$ cat config.mk
export PLATFORM = sky130hd
export DESIGN_NAME = ccff_chain_loader
export DESIGN_NICKNAME = d
export VERILOG_FILES = /design/src/rtl/ccff_chain_loader.sv
export SDC_FILE = /design/constraint.sdc
export NUM_CORES = 1
export LEC_CHECK = 0
export ABC_AREA = 1
export CAP_MARGIN = 20
export CORE_MARGIN = 2
export CORE_UTILIZATION = 45
export CTS_CLUSTER_DIAMETER = 50
export DETAILED_ROUTE_END_ITERATION = 10
export PLACE_DENSITY = 0.82
export SETUP_SLACK_MARGIN = 0.2
export SYNTH_ARGS = -nofsm -noshare
export SYNTH_HDL_FRONTEND = slang
export SYNTH_SLANG_ARGS = --single-unit
$ cat constraint.sdc
create_clock -name prog_clk -period 1.7 [get_ports prog_clk]
set_input_delay 0.255 -clock prog_clk [delete_from_list [all_inputs] [get_ports prog_clk]]
set_output_delay 0.255 -clock prog_clk [all_outputs]
set_load 0.01 [all_outputs]
$ cat src/rtl/ccff_chain_loader.sv
// Configuration-chain loader: accepts WORD_W-bit words over valid/ready and shifts CHAIN_LEN bits
// LSB-first onto ccff_head. Optional CRC-16-CCITT of the shifted stream under `CCFF_LOADER_CRC_EN.
module ccff_chain_loader #(
  parameter int CHAIN_LEN = 64,
  parameter int WORD_W    = 8
) (
  input  logic              prog_clk,
  input  logic              pReset,
  input  logic              start,
  input  logic              abort,
  input  logic [WORD_W-1:0] cfg_data,
  input  logic              cfg_valid,
  output logic              cfg_ready,
  output logic              ccff_head,
  output logic              ccff_shift_en,
  output logic              busy,
  output logic              done,
  output logic [15:0]       crc_out,
  output logic [1:0]        state_dbg_o
);

  // Handshake: a word transfers on a rising prog_clk edge where cfg_valid && cfg_ready;
  // cfg_ready is high only in LOAD, and cfg_data must be held stable while cfg_valid waits.

  localparam int BL_W = $clog2(CHAIN_LEN + 1);
  localparam int WC_W = $clog2(WORD_W + 1);
  localparam logic [BL_W-1:0] BL_FULL = BL_W'(CHAIN_LEN);
  localparam logic [WC_W-1:0] WC_FULL = WC_W'(WORD_W);

  typedef enum logic [1:0] {
    IDLE  = 2'd0,
    LOAD  = 2'd1,
    SHIFT = 2'd2,
    DONE  = 2'd3
  } state_e;

  state_e            state_q;
  logic [BL_W-1:0]   bits_left_q, bits_left_d;
  logic [WC_W-1:0]   word_cnt_q, word_cnt_d;
  logic [WORD_W-1:0] sreg_q, sreg_shift_d;
  logic              ready_q, head_q, shift_q, busy_q, done_q;

  always_comb begin
    sreg_shift_d = sreg_q >> 1;
    bits_left_d  = bits_left_q - 1'b1;
    word_cnt_d   = word_cnt_q - 1'b1;
  end

  always_ff @(posedge prog_clk) begin
    if (pReset) begin
      state_q     <= IDLE;
      bits_left_q <= '0;
      word_cnt_q  <= '0;
      sreg_q      <= '0;
      ready_q     <= 1'b0;
      head_q      <= 1'b0;
      shift_q     <= 1'b0;
      busy_q      <= 1'b0;
      done_q      <= 1'b0;
    end else if (abort) begin
      // Abort overrides any same-cycle start or word acceptance.
      state_q <= IDLE;
      ready_q <= 1'b0;
      head_q  <= 1'b0;
      shift_q <= 1'b0;
      busy_q  <= 1'b0;
      done_q  <= 1'b0;
    end else begin
      case (state_q)
        IDLE: begin
          done_q <= 1'b0;
          if (start) begin
            state_q     <= LOAD;
            bits_left_q <= BL_FULL;
            ready_q     <= 1'b1;
            busy_q      <= 1'b1;
          end
        end
        LOAD: begin
          if (cfg_valid && ready_q) begin
            state_q    <= SHIFT;
            sreg_q     <= cfg_data;
            head_q     <= cfg_data[0];
            shift_q    <= 1'b1;
            ready_q    <= 1'b0;
            word_cnt_q <= WC_FULL;
          end
        end
        SHIFT: begin
          bits_left_q <= bits_left_d;
          word_cnt_q  <= word_cnt_d;
          sreg_q      <= sreg_shift_d;
          // Chain end takes priority so a partial last word drops its upper bits.
          if (bits_left_d == '0) begin
            state_q <= DONE;
            shift_q <= 1'b0;
            head_q  <= 1'b0;
            done_q  <= 1'b1;
          end else if (word_cnt_d == '0) begin
            state_q <= LOAD;
            shift_q <= 1'b0;
            head_q  <= 1'b0;
            ready_q <= 1'b1;
          end else begin
            head_q <= sreg_shift_d[0];
          end
        end
        DONE: begin
          state_q <= IDLE;
          done_q  <= 1'b0;
          busy_q  <= 1'b0;
        end
        default: state_q <= IDLE;
      endcase
    end
  end

  assign cfg_ready     = ready_q;
  assign ccff_head     = head_q;
  assign ccff_shift_en = shift_q;
  assign busy          = busy_q;
  assign done          = done_q;
  assign state_dbg_o   = state_q;

`ifdef CCFF_LOADER_CRC_EN
  logic [15:0] crc_q, crc_d;
  logic        crc_fb;

  always_comb begin
    crc_fb = crc_q[15] ^ head_q;
    crc_d  = {crc_q[14:0], 1'b0} ^ (crc_fb ? 16'h1021 : 16'h0000);
  end

  // Each bit is folded in on the edge that ends its shift cycle; the value holds after done.
  always_ff @(posedge prog_clk) begin
    if (pReset) begin
      crc_q <= 16'hFFFF;
    end else if (state_q == IDLE && start && !abort) begin
      crc_q <= 16'hFFFF;
    end else if (shift_q) begin
      crc_q <= crc_d;
    end
  end

  assign crc_out = crc_q;
`else
  assign crc_out = 16'hFFFF;
`endif

endmodule

==> results of run 1 <==
synthesized netlist by cell type, drive strengths merged:
| master | n |
|---|---|
| a211oi | 1 |
| a21oi | 16 |
| a22oi | 1 |
| a31oi | 7 |
| buf | 19 |
| clkbuf | 2 |
| conb | 1 |
| dfxtp | 25 |
| ha | 8 |
| inv | 28 |
| nand2 | 49 |
| nand3 | 8 |
| nand3b | 2 |
| nand4 | 2 |
| nor2 | 22 |
| nor3 | 1 |
| o21ai | 16 |
| o221ai | 1 |
| or2 | 1 |
| xor2 | 2 |
worst min path at each step:
| stage | from | endpoint | slack (ns) | cells past startpoint |
|---|---|---|---|---|
| finish | cfg_data[7] | sreg_q[7] | 0.47 | 3 |
| global route | cfg_data[7] | sreg_q[7] | 0.48 | 3 |
| CTS | cfg_data[7] | sreg_q[7] | 0.48 | 3 |
| detailed placement | ccff_shift_en | ccff_shift_en | 0.46 | 2 |
| global placement | sreg_q[3] | sreg_q[2] | 0.46 | 2 |
| floorplan | cfg_data[7] | sreg_q[7] | 0.40 | 2 |
cell families (layout without fill, tap and decap cells):
kind of cell / after synthesis / count (layout) / share of synthesized area
AO/OA/AOI/OAI: 42 / 42 / 0.157
adder cells (fa/ha/maj): 8 / 8 / 0.0656
flip-flops: 25 / 25 / 0.328
AND/OR/NAND/NOR: 85 / 85 / 0.272
XOR/XNOR: 2 / 2 / 0.0115
other: 1 / 16 / 0.00246
buffers and inverters: 49 / 72 / 0.164
report_power, final:
part           total [mW]  switching, mW  internal (mW)  leakage, nW
registers           0.623         0.0162          0.607        0.207
logic               0.265          0.150          0.116        0.701
clock network       0.274          0.182         0.0921       0.0150
area by class of cell:
cell class	instances	area (um2)
Inverter	28	115
Sequential cell	25	514
Tap cell	46	57.6
Fill cell	267	1230
Clock buffer	4	26.3
Multi-Input combinational cell	153	980
Timing Repair inverter	1	7.51
Timing Repair Buffer	39	355
per-stage QoR:
step	hold WS (ns)	instance area, um2	utilization
6_report	0.470	2060	0.626
5_1_grt	0.484	2060	0.626
4_1_cts	0.476	1960	0.597
3_5_place_dp	0.459	1730	0.528
3_3_place_gp	0.455	1730	0.528
2_1_floorplan	0.403	1600	-
registers in the layout (all words and copies together) (netlist names):
register / flops
bits_left_q: 7
ccff_shift_en: 1
cfg_ready: 1
word_cnt_q: 4
sreg_q: 7
state_dbg_o: 2
ccff_head: 1
busy: 1
done: 1
routing by layer:
layer / track usage / vias up / share of wire
met5: 0 / - / 0
met4: 0.0667 / 0 / 0.023
met3: 0.0290 / 9 / 0.052
met2: 0.313 / 48 / 0.50
met1: 0.222 / 644 / 0.43
li1: - / 724 / -
worst max-delay path: stages (launching register included):
cell     delay (ns)
dfxtp_2        0.36
inv_2          0.08
ha_4           0.15
inv_2          0.05
nor2_4         0.12
nand3_1        0.09
nand2_1        0.08
nand2_2        0.08
nor2_4         0.15
nand2_4        0.09
nand2_4        0.08
nand3_2        0.06
nand2_1        0.07
inv_1          0.04
nor2_1         0.08
timing repair:
action,4_1_cts,5_1_grt
resized for setup,38,22
endpoints found under the setup margin,24,26
pin swaps,17,12
buffers inserted,12,4
cloned,1,0
==> flow_summary.toml, run 1 <==
[status]
outcome = "finished, final reports clean"

[power_and_ir_drop]
p_leak_nw = 0.923
p_total_mw = 1.16
ir_worst_vdd_mv = 0.359
p_per_area_nw_per_um2 = 566

[die]
die_y_um = 62.2
core_region_area_um2 = 3280
ioPinCount = 36
rows = 21
die_area_um2 = 3870
die_width_um = 62.2
start_util = 0.465

[placement]
place_inst = 275
io_buffer_count = 19
gp_congestion = 0.877
post-place-ws_ns = 0.0590
dp_hpwl_um = 2250

[sta]
rsz0062_at_grt = "yes"
hold_viol = 0
setup_ws_ns = 0.0729
finalSetupViolations = 0
finalCritPeriodShare = 0.957
final.min_clock_period_ns = 1.63
tns_ns = 0
finalClockSkew_ns = 0.0237
drv_slew = 0
max_freq_mhz = 615

[worst_setup_path]
r2r_slack_ns = 0.07
reg2reg_depth = 14
crit_end = "state_dbg_o[1]"
path_class = "flip-flop to flip-flop"
start_kind = "flip-flop"
worstSetupEndpointType = "flip-flop"
r2r_start = "bits_left_q[1]"
cp-startpoint = "bits_left_q[1]"
cp.required_ns = 1.98
r2r-end = "state_dbg_o[1]"
critPathArrivalTime_ns = 1.91
crit_fanout = 4

[logic_synthesis]
synth.avg_cell_area_um2 = 7.20
syn_inst = 212
synth_top_area_frac = 0.328
synth.area.top_cells = "dfxtp_1 33%, nand2_1 10%, buf_4 8.4%, inv_1 6.6%, ha_1 6.6%"
seq_area_frac_synth = 0.328
yosys_warnings = 0
yosys.area.top_type = "dfxtp_1"
synth_seq_cells = 25
ys_types = 29
synth_area_um2 = 1530

[global_routing]
grt_overflow = 0
track_usage = 0.179
grt_max_degree = 14
grt_antenna_before_repair = 0
grt_pass1_vias = 1283
grt_pass1_wl_um = 5670

[drt]
vias = 1425
wl_per_cell_um = 12.2
ant_nets = 0
drt_iter0_markers = 66
totalWireLength_um = 3600
first_pass_iters = 4
viasPerCell = 4.81
drc = 0

[finish]
fin_cells = 296
final_common_cell = "nand2_1"
nNetsFinal = 272
syn_to_final_growth_pct = 34.7
drive_above_1_share = 0.304
final_cell_mix = "40 x nand2_1, 18 x inv_1, 18 x dfxtp_1, 16 x conb_1, 16 x buf_4"
diodes = 0

[cts]
cts_inserted_buffers = 3
clockBufferDepth = 2
clkTransAtPathRegs_ns = 0.15
h-tree-depth = 1
clk_latency_ns = 0.34
hold_buffers = 0
cts_tree = "built"
clock_sinks = 25
cts_root_buf = "clkbuf_4"

[min_path]
hp-class = "input pin to flip-flop"

[job]
drv_cap = 0
No activity file was read; power rests on OpenSTA's default activity.
==> inputs of run 2 (changes only) <==
- CAP_MARGIN: 20 -> not set
- HOLD_SLACK_MARGIN: not set -> 0.08
==> results of run 2 <==
The final DEF is identical to that of run 1; final timing and power are the same.
==> inputs of run 3 (changes only) <==
- ABC_AREA: 1 -> not set
- GPL_TIMING_DRIVEN: not set -> 0
- PLACE_DENSITY: 0.82 -> 0.81
==> flow_summary.toml, run 3 <==
[logic_synthesis]
syn_inst = 198
yosys.area.top_type = "dfxtp_1"
ys_types = 46
synth_edf_count = 0
synth_top_area_frac = 0.308
synth.avg_cell_area_um2 = 8.21
ys.flop_type = "dfxtp_1"
synth_seq_cells = 25
yosys_warnings = 0
synth_common_cells = "28 x nor2_1, 25 x dfxtp_1, 17 x a21oi_1"
synth_area_um2 = 1630
synth.most_common_cell = "nor2_1"
async_reset_ff_frac = 0
synth.area.top_cells = "dfxtp_1 31%, buf_4 7.4%, nor2_1 6.5%, ha_1 6.2%, a21oi_1 5.2%"
seq_area_frac_synth = 0.308

[die]
rows = 21
start_util = 0.476
die_width_um = 64.1
ioPinCount = 36
die_y_um = 64.1
die_area_um2 = 4110
core_region_area_um2 = 3420

[drt]
viasPerCell = 5.11
vias = 1523
drt_iter0_markers = 97
totalWireLength_um = 3780
wl_per_cell_um = 12.7
ant_nets = 0
drc = 0
first_pass_iters = 4

[cts]
hold_buffers = 0
cts_tree = "built"
cts_root_buf = "clkbuf_4"
clk_latency_ns = 0.33
h-tree-depth = 1
clock_sinks = 25
clkTransAtPathRegs_ns = 0.15
cts_inserted_buffers = 3
clockBufferDepth = 2

[finish]
fin_cells = 298
drive_above_1_share = 0.365
syn_to_final_growth_pct = 43.8
postLayoutCellArea_um2 = 2340
final_common_cell = "buf_4"
diodes = 0
final_cell_mix = "30 x buf_4, 21 x nor2_1, 16 x conb_1, 16 x dfxtp_1, 13 x nand2_1"
nNetsFinal = 274
utilization = 0.685
reg_top3 = "bits_left_q (7), sreg_q (7), word_cnt_q (4)"

[sta]
hold_slack_ns = 0.495
finalClockSkew_ns = 0.0137
slew_headroom = 0.641
worst_pin_slew_ns = 0.539
setup_ws_ns = -0.121
tns_ns = -0.449
max_freq_mhz = 549
finalCritPeriodShare = 1.07
finalSetupViolations = 5
hold_viol = 0
drv_slew = 0
final.min_clock_period_ns = 1.82
rsz0062_at_grt = "yes"

[placement]
dp_hpwl_um = 2420
place_inst = 277
io_buffer_count = 18
placed_area_um2 = 1990
gp_congestion = 0.873
post-place-ws_ns = -0.119

[min_path]
min_from = "ccff_shift_en"
hp-class = "flip-flop to flip-flop"
whs_endpoint = "ccff_shift_en"
holdPathStages = 2

[worst_setup_path]
r2r_slack_ns = -0.12
r2r-end = "state_dbg_o[0]"
reg2reg_depth = 8
crit_fanout = 6
worstSetupEndpointType = "flip-flop"
cp.required_ns = 1.93
path_class = "flip-flop to flip-flop"
start_kind = "flip-flop"
critPathArrivalTime_ns = 2.05
r2r_start = "bits_left_q[0]"

[global_routing]
grt_antenna_before_repair = 0
grt_max_degree = 15
grt_pass1_wl_um = 5840
grt_pass1_vias = 1322
track_usage = 0.179
grt_overflow = 0

[power_and_ir_drop]
p_per_area_nw_per_um2 = 504
p_leak_nw = 0.971
p_total_mw = 1.18
ir_worst_vdd_mv = 0.368

[job]
drv_cap = 0

[status]
violations = "setup timing"
outcome = "finished, violations left"
run 3: worst max path at each step:
| stage | from | endpoint |
|---|---|---|
| 6_report | bits_left_q[0] | state_dbg_o[0] |
| 5_1_grt | bits_left_q[0] | state_dbg_o[0] |
| 4_1_cts | bits_left_q[0] | cfg_ready |
| 3_5_place_dp | pReset | bits_left_q[0] |
| 3_3_place_gp | pReset | sreg_q[5] |
| 2_1_floorplan | bits_left_q[0] | state_dbg_o[1] |
run 3: cell type report:
cell class              count  area, um2
multi-input cells         157       1190
fillers                   272       1080
flip-flops and latches     25        522
repair buffers             35        330
plain buffers              24        178
well taps                  46       57.6
inverters                   7       36.3
clock buffers               3       22.5
clock inverters             1       5.00
run 3: cells by family (layout without fill, tap and decap cells):
group / count (synthesis) / after routing / synth area share
buffers and inverters: 31 / 70 / 0.115
and+or+nand+nor: 75 / 75 / 0.237
adders and majority gates: 8 / 8 / 0.0615
muxes: 7 / 7 / 0.0431
other: 1 / 16 / 0.00231
DFF: 25 / 25 / 0.308
AOI/OAI and AO/OA: 51 / 51 / 0.234
run 3: metal layers:
layer,vias up,global-route usage,part of all wire
met3,4,0.0282,0.048
met2,39,0.302,0.49
met5,-,0,0
met1,698,0.231,0.45
met4,0,0.0638,0.0093
li1,782,-,-
run 3: timing repair:
action / CTS / global route
cloned: 1 / 0
pin swaps: 18 / 23
setup endpoints to repair: 26 / 29
gates resized for setup: 24 / 35
setup buffers: 12 / 4
run 3: power breakdown:
group	leakage [nW]	switching, mW	total, mW	internal [mW]
sequential	0.208	0.0196	0.621	0.602
clock	0.0177	0.184	0.272	0.0882
combinational	0.745	0.137	0.284	0.148
run 3: worst max-delay path: stages (launching register included):
cell and delay, ns:
dfxtp_2 0.35, buf_6 0.12, buf_4 0.15, nor2_4 0.11, and3b_2 0.22, o311ai_4 0.38, buf_4 0.18, a31o_1 0.15
a21oi_1 0.07
